[src/rtl/store_loader.sv]
// rtl/store_loader.sv - loads a program image into the store, optionally verifies it, then hands the store to the CPU
// Optional read-back verify and ERROR state: define STORE_LOADER_VERIFY_EN.
module store_loader #(
    parameter int WORDS = 32,
    parameter int AW    = 5,
    parameter int DW    = 32
) (
    input  logic          clk,
    input  logic          reset_n,
    input  logic          start,
    output logic [AW-1:0] prog_addr,
    input  logic [DW-1:0] prog_data,
    output logic [AW-1:0] st_addr,
    output logic [DW-1:0] st_wdata,
    output logic          st_we,
    input  logic [DW-1:0] st_rdata,
    input  logic [AW-1:0] cpu_addr,
    input  logic [DW-1:0] cpu_wdata,
    input  logic          cpu_we,
    output logic [DW-1:0] cpu_rdata,
    output logic          cpu_run,
    output logic          busy,
    output logic          done,
    output logic          error,
    output logic [AW-1:0] err_addr
);

    localparam logic [AW-1:0] LAST = AW'(WORDS - 1);

`ifdef STORE_LOADER_VERIFY_EN
    typedef enum logic [2:0] {S_IDLE, S_LOAD, S_VERIFY, S_RUN, S_ERROR} state_t;
`else
    typedef enum logic [1:0] {S_IDLE, S_LOAD, S_RUN} state_t;
`endif

    state_t        state;
    state_t        state_nx;
    logic [AW-1:0] cnt;

`ifdef STORE_LOADER_VERIFY_EN
    logic [AW-1:0] cmp_addr;
    logic          cmp_valid;
    logic          tail;
    logic          mismatch;
    logic [AW-1:0] err_addr_q;

    // st_rdata lags st_addr by a cycle, so the comparison uses the address issued last cycle
    assign mismatch = (state == S_VERIFY) && cmp_valid && (st_rdata != prog_data);

    always_ff @(posedge clk or negedge reset_n) begin
        if (!reset_n) begin
            cmp_addr   <= '0;
            cmp_valid  <= 1'b0;
            tail       <= 1'b0;
            err_addr_q <= '0;
        end else if (state == S_VERIFY) begin
            if (mismatch) begin
                err_addr_q <= cmp_addr;
            end else if (!tail) begin
                cmp_addr  <= cnt;
                cmp_valid <= 1'b1;
                if (cnt == LAST) begin
                    tail <= 1'b1;
                end
            end
        end else begin
            cmp_valid <= 1'b0;
            tail      <= 1'b0;
        end
    end

    assign err_addr = err_addr_q;
    assign error    = (state == S_ERROR);
`else
    assign err_addr = '0;
    assign error    = 1'b0;
`endif

    always_ff @(posedge clk or negedge reset_n) begin
        if (!reset_n) begin
            state <= S_IDLE;
        end else begin
            state <= state_nx;
        end
    end

    // Terminal count is an explicit compare on LAST; the counter is parked at zero outside a pass
    always_ff @(posedge clk or negedge reset_n) begin
        if (!reset_n) begin
            cnt <= '0;
        end else if (state == S_LOAD) begin
            cnt <= (cnt == LAST) ? '0 : cnt + 1'b1;
`ifdef STORE_LOADER_VERIFY_EN
        end else if (state == S_VERIFY && !mismatch && !tail) begin
            if (cnt != LAST) begin
                cnt <= cnt + 1'b1;
            end
`endif
        end else begin
            cnt <= '0;
        end
    end

    always_comb begin
        state_nx  = state;
        prog_addr = cnt;
        st_addr   = '0;
        st_wdata  = '0;
        st_we     = 1'b0;
        cpu_run   = 1'b0;
        busy      = 1'b0;
        done      = 1'b0;
        case (state)
            S_IDLE: begin
                if (start) begin
                    state_nx = S_LOAD;
                end
            end
            S_LOAD: begin
                busy     = 1'b1;
                st_addr  = cnt;
                st_wdata = prog_data;
                st_we    = 1'b1;
                if (cnt == LAST) begin
`ifdef STORE_LOADER_VERIFY_EN
                    state_nx = S_VERIFY;
`else
                    state_nx = S_RUN;
`endif
                end
            end
`ifdef STORE_LOADER_VERIFY_EN
            S_VERIFY: begin
                busy      = 1'b1;
                st_addr   = cnt;
                prog_addr = cmp_addr;
                if (mismatch) begin
                    state_nx = S_ERROR;
                end else if (tail) begin
                    state_nx = S_RUN;
                end
            end
            S_ERROR: begin
                if (start) begin
                    state_nx = S_LOAD;
                end
            end
`endif
            S_RUN: begin
                cpu_run  = 1'b1;
                done     = 1'b1;
                st_addr  = cpu_addr;
                st_wdata = cpu_wdata;
                st_we    = cpu_we;
                if (start) begin
                    state_nx = S_LOAD;
                end
            end
            default: begin
                state_nx = S_IDLE;
            end
        endcase
    end

    assign cpu_rdata = st_rdata;

endmodule

[config.mk]
export PLATFORM = sky130hd
export DESIGN_NAME = store_loader
export DESIGN_NICKNAME = d
export VERILOG_FILES = /design/src/rtl/store_loader.sv
export SDC_FILE = /design/constraint.sdc
export NUM_CORES = 1
export LEC_CHECK = 0
export CELL_PAD_IN_SITES_DETAIL_PLACEMENT = 1
export CELL_PAD_IN_SITES_GLOBAL_PLACEMENT = 2
export CORE_MARGIN = 1
export CORE_UTILIZATION = 10
export CTS_CLUSTER_SIZE = 16
export DETAILED_ROUTE_END_ITERATION = 10
export PLACE_DENSITY = 0.86
export SYNTH_ARGS = -nofsm -noshare
export SYNTH_HDL_FRONTEND = slang
export SYNTH_SLANG_ARGS = --single-unit
export TNS_END_PERCENT = 30
[constraint.sdc]
create_clock -name clk -period 2.3 [get_ports clk]
set_input_delay 0.345 -clock clk [delete_from_list [all_inputs] [get_ports clk]]
set_output_delay 0.345 -clock clk [all_outputs]
set_load 0.03 [all_outputs]
==> summary.txt, run 1 <==
Run status
  • Outcome: complete, no violations

Logic synthesis
  • Register bit total from synthesis: 7
  • Syn_area_per_cell: 7.88 µm²
  • Synth Area in XOR/XNOR: 1.39%
  • Unique masters post-synth: 21
  • Mux cell area share after synthesis: 0.893%
  • Top cell type's share of synthesized area: 25.0%
  • Mapped Area: 1260 µm²
  • Post-synthesis compound-gate area fraction: 23.5%
  • Adder-cell share of the synthesized area: 7.94%
  • Sequential area share after synthesis: 13.9%
  • Yosys top cell by area: buf_4
  • Synth Instances: 160
  • Synth top area cells: buf_4, a22oi_1, nor2b_1
  • Post-synthesis simple-gate area fraction: 23.2%
  • Yosys warnings: 0
  • Largest family of logic cells by synthesized area: buffers and inverters

Timing
  • Setup violations, final: 0
  • Final Hold Viols: 0
  • RSZ-0062 raised after global routing: false
  • Final period util: 93.3%
  • Worst Skew: 1.04 ps
  • Final worst path period need: 2150 ps
  • Setup TNS: 0 ps
  • F_max: 466 MHz
  • Final slew viol count: 0

Cells and area
  • Synth-to-layout area growth: 89.6%
  • Cell area after layout: 2390 µm²
  • Most frequent cells in the layout: clkdlybuf4s50_1, buf_4, a22oi_1, nor2b_1, dfrtp_1
  • Fillers: 1443
  • Layout net count: 354
  • Commonest non-fill, non-tap cell in the layout: clkdlybuf4s50_1
  • Final antenna diode count: 0
  • Share of cells above drive strength 1: 21.7%

Floorplanning
  • Die height: 114 µm
  • Num rows: 40
  • Die W: 114 µm
  • Die ar.: 13100 µm²
  • Ports: 189
  • Initial cell density of the core: 10.4%
  • Core footprint: 12200 µm²

Critical path
  • Worst Setup End Kind: output pin
  • Critical path data required time: 1960 ps
  • Setup CP Type: register to output pin
  • Worst-path fanout max: 36
  • CP Launch Type: register
  • WP data arrival: 1800 ps

Clock network
  • H-tree lvl count: 1
  • CTS tree: built
  • Clk_lat worst skew: 230 ps
  • TritonCTS Buffers: 3
  • Clk pin slew, worst setup/hold paths: 40 ps
  • Deepest clock path buffer count: 2
  • Post-CTS setup buffer count: 0
  • Clk sinks: 7
  • Root Driver: clkbuf_16
  • # hold bufs at CTS: 0
  • Post-CTS Resized: 0

Hold path
  • Worst Hold Class: input port to asynchronous set/reset pin

Power
  • Max VDD drop: 0.394 mV
  • Leakage: 0.933 nW
  • P_int: 1.30 mW
  • Clk network pwr share: 11.5%
  • Comb power frac: 80.9%
  • Sw Ratio: 50.2%
  • Power Density: 1100 nW/µm²
  • Sequential Power Share: 7.6%
  • Switch Pwr: 1.32 mW

Flow run
  • Max-cap viol count: 0

Placement
  • HPWL Detailed: 4.23 mm
  • Dpl cell area: 2310 µm²
  • GP Congestion: 0.659
  • I/O Buffers: 118

Route
  • Drt pass-1 iters: 2
  • DRC: 0
  • Antenna-violating nets left: 0
  • Vias: 1422
  • Wirelength per Cell: 13.2 µm
  • Post-Route WL: 5.37 mm
  • Vias/cell: 3.49
  • Initial DRC Count: 41

Global route
  • Gr ovfl total: 0
  • Pin count of the biggest net entering global routing: 37
  • Gr usage total: 7.85%
  • Initial antenna violation count: 0
  • Vias in the first global route: 1540
  • First-pass GRT wire length: 7.86 mm
## logic make-up (layout without fill, tap and decap cells)
group           count (synthesis)  in the layout
compound gates                 40             40
xor+xnor                        2              2
fa+ha+maj                       8              8
buf+inv                        53            128
flops                           7              7
mux                             1              1
other cells                     1              6
simple gates                   48             48
## critical path: stages, from the launching register on
cell     delay (ps)
dfrtp_1         420
inv_1           130
ha_2            300
buf_12          230
a22oi_1         110
nor2b_1         220
buf_12          150
## sequential cells by signal (all words and copies together) (netlist names)
signal / count
state: 2
prog_addr: 5
## power by group through the flow
| stage | logic [mW] | clock network (mW) | registers [mW] |
|---|---|---|---|
| finish | 2.12 | 0.300 | 0.200 |
| global route | 2.28 | 0.320 | 0.206 |
| floorplan | 1.40 | 0 | 0.216 |
| global placement | 2.10 | 0 | 0.199 |
| CTS | 2.16 | 0.309 | 0.200 |
| detailed placement | 2.16 | 0 | 0.201 |
## cell type report
type / instances / area, µm² / share of cell area (%)
Multi-Input combinational cell: 105 / 748 / 31.3
Tap cell: 168 / 210 / 8.79
Timing Repair Buffer: 122 / 1170 / 49.0
Clock buffer: 4 / 78.8 / 3.30
Sequential cell: 7 / 175 / 7.33
Inverter: 2 / 7.51 / 0.314
## layer usage
layer / global-route usage [%] / routed length [µm] / up-vias
li1: - / - / 666
met4: 2.94 / 112 / 0
met3: 2.49 / 488 / 12
met5: 0 / 0 / -
met2: 15.2 / 2710 / 86
met1: 7.70 / 2060 / 658
## final timing paths
check	startpoint	endpoint	slack (ps)	cells past startpoint
setup reg to reg	prog_addr[0]$_DFF_PN0_	state[1]$_DFFE_PN0P_	470	6
max in group asynchronous	reset_n	prog_addr[1]$_DFF_PN0_	1660	1
hold / removal	reset_n	prog_addr[3]$_DFF_PN0_	390	1
min in group clk	prog_addr[0]$_DFF_PN0_	prog_addr[0]$_DFF_PN0_	540	1
hold reg to reg	prog_addr[0]$_DFF_PN0_	prog_addr[0]$_DFF_PN0_	540	1
setup / recovery	state[1]$_DFFE_PN0P_	st_addr[0]	150	6
## through the flow
step                      std cells  hold WS [ps]  total power [mW]  utilization, %  worst slack, ps
final                           408           387              2.62            19.7              154
after global routing            408           416              2.81            19.7             15.0
after CTS                       408           400              2.67            19.6             61.3
after detailed placement        404           533              2.36            19.0              312
after global placement          404           550              2.30            19.0              388
after floorplan                 165          49.4              1.61               -              142
## synthesized netlist by cell type
| cell type | count |
|---|---|
| dfrtp_1 | 7 |
| xnor2_1 | 1 |
| o21ai_1 | 1 |
| nor3b_1 | 1 |
| a22oi_1 | 37 |
| buf_4 | 42 |
| a22o_1 | 1 |
| nor2_1 | 4 |
| and3_1 | 1 |
| xor2_1 | 1 |
| conb_1 | 1 |
| clkbuf_1 | 3 |
| buf_2 | 6 |
| ha_1 | 8 |
| nand3_1 | 1 |
| inv_1 | 2 |
| nor2b_1 | 38 |
| mux2_1 | 1 |
| and2_1 | 2 |
| nand2b_2 | 1 |
| a21oi_1 | 1 |
No activity file was read; power rests on OpenSTA's default activity.
==> run 2, diff against run 1 <==
--- a/config.mk
+++ b/config.mk
@@ -8,5 +8,4 @@
 export CELL_PAD_IN_SITES_DETAIL_PLACEMENT = 1
 export CELL_PAD_IN_SITES_GLOBAL_PLACEMENT = 2
-export CORE_MARGIN = 1
 export CORE_UTILIZATION = 10
 export CTS_CLUSTER_SIZE = 16
==> constraint.sdc (replaced) <==
create_clock -name clk -period 2.3 [get_ports clk]
set_input_delay 0.345 -clock clk [delete_from_list [all_inputs] [get_ports clk]]
set_output_delay 0.345 -clock clk [all_outputs]
set_load 0.005 [all_outputs]
==> run 2 against run 1 <==
  * Die area unchanged
  * Routed wire length increased by 5.9%
  * Worst setup slack worse by 84 ps
  * Clock power decreased by 3%
  * Largest power group unchanged
  * Sequential share of layout area fell by 0.60 points
==> summary.txt, run 2 (synthesis results as in run 1) <==
Critical path
  • Setup CP Type: register to output pin
  • Slowest cell on crit path: clkdlybuf4s50_1
  • Critical path data required time: 1960 ps
  • Worst Setup End Kind: output pin
  • Worst-path cell chain: buf_4, ha_4, buf_12, a22oi_1, nor2b_1, clkdlybuf4s50_1
  • Critical path's largest stage delay: 450 ps
  • CP Launch Type: register
  • CP delay by family, top: buffers and inverters
  • Critical path buffers and inverters: 3
  • WP data arrival: 1880 ps
  • Worst-path fanout max: 14

Clock network
  • Clk sinks: 7
  • TritonCTS Buffers: 3
  • H-tree lvl count: 1
  • Root Driver: clkbuf_16
  • Clk_lat worst skew: 230 ps
  • Deepest clock path buffer count: 2
  • CTS tree: built
  • Clk pin slew, worst setup/hold paths: 30 ps

Route
  • Antenna-violating nets left: 0
  • Initial DRC Count: 54
  • Post-Route WL: 5.69 mm
  • Vias: 1455
  • DRC: 0
  • Wirelength per Cell: 13.7 µm
  • Vias/cell: 3.50
  • Drt pass-1 iters: 3

Cells and area
  • Share of cells above drive strength 1: 9.27%
  • Layout net count: 362
  • Most frequent cells in the layout: clkdlybuf4s50_1, nor2b_1, a22oi_1, conb_1, dfrtp_1
  • Final Util: 21.6%
  • Synth-to-layout area growth: 108%
  • Largest register FFs: 5
  • Fillers: 1420
  • Commonest non-fill, non-tap cell in the layout: clkdlybuf4s50_1
  • Final antenna diode count: 0
  • Cell area after layout: 2620 µm²

Floorplanning
  • Initial cell density of the core: 10.4%
  • Num rows: 40
  • Die W: 114 µm
  • Die height: 114 µm
  • Core footprint: 12200 µm²
  • Die ar.: 13100 µm²
  • Ports: 189

Power
  • Power Density: 946 nW/µm²
  • Leakage: 0.946 nW
  • Max VDD drop: 0.455 mV

Timing
  • Setup violations, final: 0
  • F_max: 448 MHz
  • Final slew viol count: 0
  • Hold_ws: 393 ps
  • Final period util: 96.9%
  • Worst Skew: 0.464 ps
  • Final Hold Viols: 0
  • Final worst path period need: 2230 ps
  • RSZ-0062 raised after global routing: true

Global route
  • Vias in the first global route: 1545
  • Gr usage total: 7.44%
  • Pin count of the biggest net entering global routing: 30
  • Initial antenna violation count: 0
  • Gr ovfl total: 0
  • First-pass GRT wire length: 7.72 mm

Run status
  • Outcome: complete, no violations

Flow run
  • Max-cap viol count: 0

Placement
  • GP Congestion: 0.720
  • Dpl cell area: 2400 µm²
  • HPWL Detailed: 4.14 mm
  • I/O Buffers: 118

Hold path
  • Worst Hold Class: input port to asynchronous set/reset pin
run 2: area by class of cell:
cell class	count	area [µm²]	share of cell area [%]
multi-input combinational	105	783	29.9
inverter	2	10.0	0.382
timing repair buffer	130	1360	52.0
clock buffer	4	78.8	3.01
tap	168	210	8.02
sequential	7	176	6.73
run 2: worst register-to-register path, stage by stage (launching register included):
cell and delay (ps):
dfrtp_1 440, ha_1 250, and3_1 180, ha_1 170
nand2b_2 220, o21ai_1 130, mux2_1 340
run 2: final timing paths:
check                      cells after the start              startpoint  slack, ps                endpoint
max                                            6    state[1]$_DFFE_PN0P_         70            st_wdata[25]
min                                            1                 reset_n        390    state[0]$_DFFE_PN0P_
max reg2reg                                    6  prog_addr[0]$_DFF_PN0_        450    state[1]$_DFFE_PN0P_
min reg2reg                                    1  prog_addr[0]$_DFF_PN0_        570  prog_addr[0]$_DFF_PN0_
max in group asynchronous                      1                 reset_n       1630    state[1]$_DFFE_PN0P_
min in group clk                               1  prog_addr[0]$_DFF_PN0_        570  prog_addr[0]$_DFF_PN0_
run 2: power breakdown:
group / internal [mW] / switching, mW
clock network: 0.230 / 0.0606
registers: 0.156 / 0.0440
logic: 1.18 / 0.808
run 2: through the flow:
step	TNS [ps]	setup WS, ps	std cells	power, mW
floorplan	0	584	165	1.06
global placement	0	250	406	1.92
detailed placement	0	187	406	1.95
CTS	0	4.23	414	2.32
global route	-12.3	-9.84	416	2.68
finish	0	70.2	416	2.48
run 2: routing by layer:
| layer | track usage, % | vias up | routed length, µm |
|---|---|---|---|
| li1 | - | 681 | - |
| met1 | 7.24 | 680 | 2180 |
| met2 | 14.7 | 84 | 2890 |
| met3 | 2.01 | 10 | 513 |
| met4 | 2.86 | 0 | 102 |
| met5 | 0 | - | 0 |
run 2: what timing repair did:
| item | 4_1_cts | 5_1_grt |
|---|---|---|
| pin swaps | 0 | 1 |
| resized for setup | 1 | 14 |
| hold buffers | 0 | 0 |
| cloned | 0 | 2 |
| setup endpoints to repair | 35 | 38 |
| setup buffers | 4 | 0 |
